File: src/rtl/divide_8_by_4_bit.sv
// Sequential restoring divider: 2N-bit dividend by N-bit divisor, one quotient
// bit per clock, with the start/stop handshake shared by the multiplier.
module divide_8_by_4_bit #(
  parameter int N = 4
) (
  input  logic           clk,
  input  logic           rst_b,
  input  logic           start,
  input  logic [2*N-1:0] X,
  input  logic [N-1:0]   Y,
  output logic [2*N-1:0] Q,
  output logic [N-1:0]   R,
  output logic           stop,
  output logic           div_zero
);

  localparam int CW = $clog2(2*N+1);

  localparam logic [1:0] IDLE = 2'd0;
  localparam logic [1:0] RUN  = 2'd1;
  localparam logic [1:0] DONE = 2'd2;

  logic [1:0]     state;
  logic [2*N-1:0] dvd;
  logic [N-1:0]   dvs;
  logic [N-1:0]   pr;
  logic [CW-1:0]  count;

  logic [N:0]     pr_shift;
  logic [N:0]     diff;
  logic           q_bit;
  logic [N-1:0]   pr_next;
  logic [2*N-1:0] dvd_next;
  logic           accept;

  // One restoring step. The shifted remainder is N+1 bits wide and the
  // restored remainder is always below the divisor, so it is stored in N bits.
  // The sign of the trial subtraction doubles as the >= comparison.
  always_comb begin
    pr_shift = {pr, dvd[2*N-1]};
    diff     = pr_shift - {1'b0, dvs};
    q_bit    = ~diff[N];
    pr_next  = q_bit ? diff[N-1:0] : pr_shift[N-1:0];
    dvd_next = {dvd[2*N-2:0], q_bit};
  end

  assign accept = start && (state != RUN);

  // The dividend register also collects quotient bits at its LSB, so after 2N
  // steps it holds the full quotient.
  always_ff @(posedge clk or negedge rst_b) begin
    if (!rst_b) begin
      state    <= IDLE;
      dvd      <= '0;
      dvs      <= '0;
      pr       <= '0;
      count    <= '0;
      Q        <= '0;
      R        <= '0;
      stop     <= 1'b0;
      div_zero <= 1'b0;
    end else if (accept) begin
      if (Y == '0) begin
        state    <= DONE;
        Q        <= '1;
        R        <= '0;
        stop     <= 1'b1;
        div_zero <= 1'b1;
        count    <= '0;
      end else begin
        state    <= RUN;
        dvd      <= X;
        dvs      <= Y;
        pr       <= '0;
        count    <= CW'(2*N);
        stop     <= 1'b0;
        div_zero <= 1'b0;
      end
    end else if (state == RUN) begin
      dvd   <= dvd_next;
      pr    <= pr_next;
      count <= count - CW'(1);
      if (count == CW'(1)) begin
        Q        <= dvd_next;
        R        <= pr_next;
        stop     <= 1'b1;
        div_zero <= 1'b0;
        state    <= DONE;
      end
    end
  end

endmodule
File: config.mk
export PLATFORM = sky130hd
export DESIGN_NAME = divide_8_by_4_bit
export DESIGN_NICKNAME = d
export VERILOG_FILES = /design/src/rtl/divide_8_by_4_bit.sv
export SDC_FILE = /design/constraint.sdc
export NUM_CORES = 1
export LEC_CHECK = 0
export ABC_CLOCK_PERIOD_IN_PS = 2200
export CAP_MARGIN = 10
export CORE_ASPECT_RATIO = 0.5
export CORE_MARGIN = 3
export CORE_UTILIZATION = 47
export DETAILED_ROUTE_END_ITERATION = 7
export GPL_TIMING_DRIVEN = 0
export MAX_ROUTING_LAYER = met4
export PLACE_DENSITY = 0.73
export SETUP_SLACK_MARGIN = 0.3
export SYNTH_ARGS = -nofsm -noshare
export SYNTH_HDL_FRONTEND = slang
export SYNTH_SLANG_ARGS = --single-unit
File: constraint.sdc
create_clock -name clk -period 2.2 [get_ports clk]
set_clock_uncertainty 0.05 [all_clocks]
set_input_delay 0.44 -clock clk [delete_from_list [all_inputs] [get_ports clk]]
set_output_delay 0.44 -clock clk [all_outputs]
set_load 0.02 [all_outputs]
==> results.sh <==
export IMPL_vias_per_cell=4.99
export IMPL_slowest_delay_ns=0.41
export IMPL_dpl_hpwl_mm=2.63
export IMPL_fin_cells=259
export IMPL_endpoint_kind="flop"
export IMPL_fmax_mhz=468
export IMPL_postSynthAreaPerCell_um2=10.5
export IMPL_numPortBuffers=28
export IMPL_initial_utilization_pct=52.5
export IMPL_grt_max_degree=36
export IMPL_cp_startpoint="dvs[0]"
export IMPL_clk_latency_ns=0.29
export IMPL_antenna_found_initial=0
export IMPL_power_leakage_nw=1.07
export IMPL_postRouteAntennaNets=0
export IMPL_relSlewSlack_pct=48.9
export IMPL_slew_viol_final=0
export IMPL_grt_pass1_vias=1169
export IMPL_die_area_um2=4380
export IMPL_syn_area_um2=1680
export IMPL_cp_slowest_cell="dfrtp_1"
export IMPL_num_rows=14
export IMPL_setup_violations_final=0
export IMPL_synth_edff_count=0
export IMPL_numCtsBuffers=5
export IMPL_final_common_cell="dfrtp_1"
export IMPL_synth_ff_type="dfrtp_1"
export IMPL_dp_cells=237
export IMPL_irDropWorstVdd_mv=0.626
export IMPL_rsz0062_at_grt="true"
export IMPL_wl_mm=3.69
export IMPL_globalRouteOverflowTotal=0
export IMPL_drive_gt1_share_pct=20.4
export IMPL_first_pass_iters=4
export IMPL_diodes=0
export IMPL_cts_tree="yes"
export IMPL_p_per_area_nw_per_um2=1500
export IMPL_place_gp_congestion=0.828
export IMPL_core_area_um2=3210
export IMPL_regArea_um2=876
export IMPL_num_vias=1292
export IMPL_fin_util_pct=71.2
export IMPL_seq_area_frac_synth_pct=52.0
export IMPL_r2r_start="dvs[0]"
export IMPL_mappedNetlistNets=183
export IMPL_yosysTopAreaCell="dfrtp_1"
export IMPL_fp_dieW_um=90.6
export IMPL_r2r_cells=7
export IMPL_status="finished, final reports clean"
export IMPL_fin_crit_sh_pct=97.2
export IMPL_clock_path_buffers=2
export IMPL_critPathBufInv=0
export IMPL_drtIter0Drc=97
export IMPL_clkSinkCount=35
export IMPL_area_growth_pct=35.5
export IMPL_synthCells=161
export IMPL_max_cap_violations=0
export IMPL_n_fill_cell=243
export IMPL_ys_top_cells_by_area="dfrtp_1 52%, mux2i_1 7.1%, o21ai_0 6.5%"
export IMPL_power_w=0.00342
export IMPL_path_max_fanout=5
export IMPL_layout_common_cells="35 x dfrtp_1, 25 x clkdlybuf4s50_1, 23 x nand2_1"
export IMPL_tightest_slew_ns=0.766
export IMPL_grt_pass1_wl_mm=6.05
export IMPL_multi_input_area_um2=790
export IMPL_worst_setup_path_start_kind="flop"
export IMPL_critPathTopFamily="adder cells"
export IMPL_fin_crit_ns=2.14
export IMPL_hold_viol=0
export IMPL_yosys_area_top_type_share_pct=52.0
export IMPL_drc=0
export IMPL_cp_num_cells=7
export IMPL_synth_cell_type_count=30
export IMPL_path_clk_slew_ns=0.07
export IMPL_hold_path_class="primary input to asynchronous set/reset pin"
export IMPL_critPathKind="flop to flop"
export IMPL_fp_dieH_um=48.3
export IMPL_cp_arrival_ns=2.32
export IMPL_clock_root_buffer="clkbuf_8"
export IMPL_cp_required_ns=2.38
export IMPL_htree_levels=2
export IMPL_nets=232
export IMPL_ys_warn_count=0
export IMPL_avgRoutedWirePerCell_um=14.2
export IMPL_synthArstFlopShare_pct=100
export IMPL_io_pins=29
export IMPL_ys_ff_latch=35
export IMPL_track_usage_pct=18.2
export IMPL_path_cells="ha_4 > fa_2 > nand2b_4 > a21oi_4 > xor2_4 > mux2i_2 > a22o_2"
==> layer usage <==
layer | global-route usage [%] | part of all wire [%]
met5 | - | 0
met1 | 26.1 | 52
met2 | 24.8 | 44
met3 | 4.64 | 3.4
met4 | 6.85 | 0.81
==> cell usage after synthesis (3+ instances only) <==
cell / instances
a22o_1: 5
a22o_2: 3
buf_2: 4
dfrtp_1: 35
ha_1: 6
inv_1: 9
mux2i_1: 12
nand2_1: 23
nand2b_1: 3
nand3_1: 5
nor2_1: 13
o21ai_0: 22
==> final timing paths <==
kind	endpoint	slack [ns]
hold / removal	count[0]	0.17
setup / recovery	R[1]	0.06
min in group clk	dvs[3]	0.37
hold reg to reg	count[3]	0.43
max in group asynchronous	dvd[5]	1.44
setup reg to reg	R[1]	0.06
==> flip-flops by register name, indices dropped and copies added (netlist names) <==
name and count:
Q 8, R 4, count 4, div_zero 1, dvd 8, dvs 4, pr 4, state 1
stop 1
==> metrics by stage <==
| step | setup TNS (ns) | worst slack (ns) | hold WS (ns) | area [um2] |
|---|---|---|---|---|
| 2_1_floorplan | 0 | 0.178 | 0.0944 | 1710 |
| 3_3_place_gp | -4.76 | -0.127 | 0.416 | 2050 |
| 3_5_place_dp | -0.497 | -0.0959 | 0.425 | 2050 |
| 4_1_cts | 0 | 0.0633 | 0.200 | 2210 |
| 5_1_grt | -0.0702 | -0.0319 | 0.226 | 2280 |
| 6_report | 0 | 0.0615 | 0.169 | 2280 |
==> cell type report <==
class	instances	share of cell area (%)
flip-flops and latches	35	38.4
multi-input cells	112	34.6
repair buffers	41	16.7
plain buffers	6	1.76
inverters	9	1.48
clock buffers	8	4.39
well taps	48	2.63
==> kinds of logic after synthesis <==
logic type / Yosys count / synth area share, %
AOI/OAI and AO/OA: 37 / 14.1
xor gates and xnor gates: 3 / 2.01
muxes: 12 / 7.14
and+or+nand+nor: 52 / 15.0
adders and majority gates: 7 / 5.65
DFF: 35 / 52.0
buffers and inverters: 15 / 4.09
==> where the power goes <==
part / internal, W / switching [W] / leakage [nW]
Combinational: 0.000875 / 0.000913 / 0.582
Sequential: 0.000923 / 0.000200 / 0.438
Clock: 0.000286 / 0.000224 / 0.0515
Total: 0.00208 / 0.00134 / 1.07
==> timing repair <==
action,in CTS,in global routing
gates cloned,0,2
pin swaps,8,4
hold buffers,0,0
buffers inserted,6,6
setup endpoints to repair,17,24
gates resized for setup,3,10
Note: power is estimated with default switching activity, not from simulation.
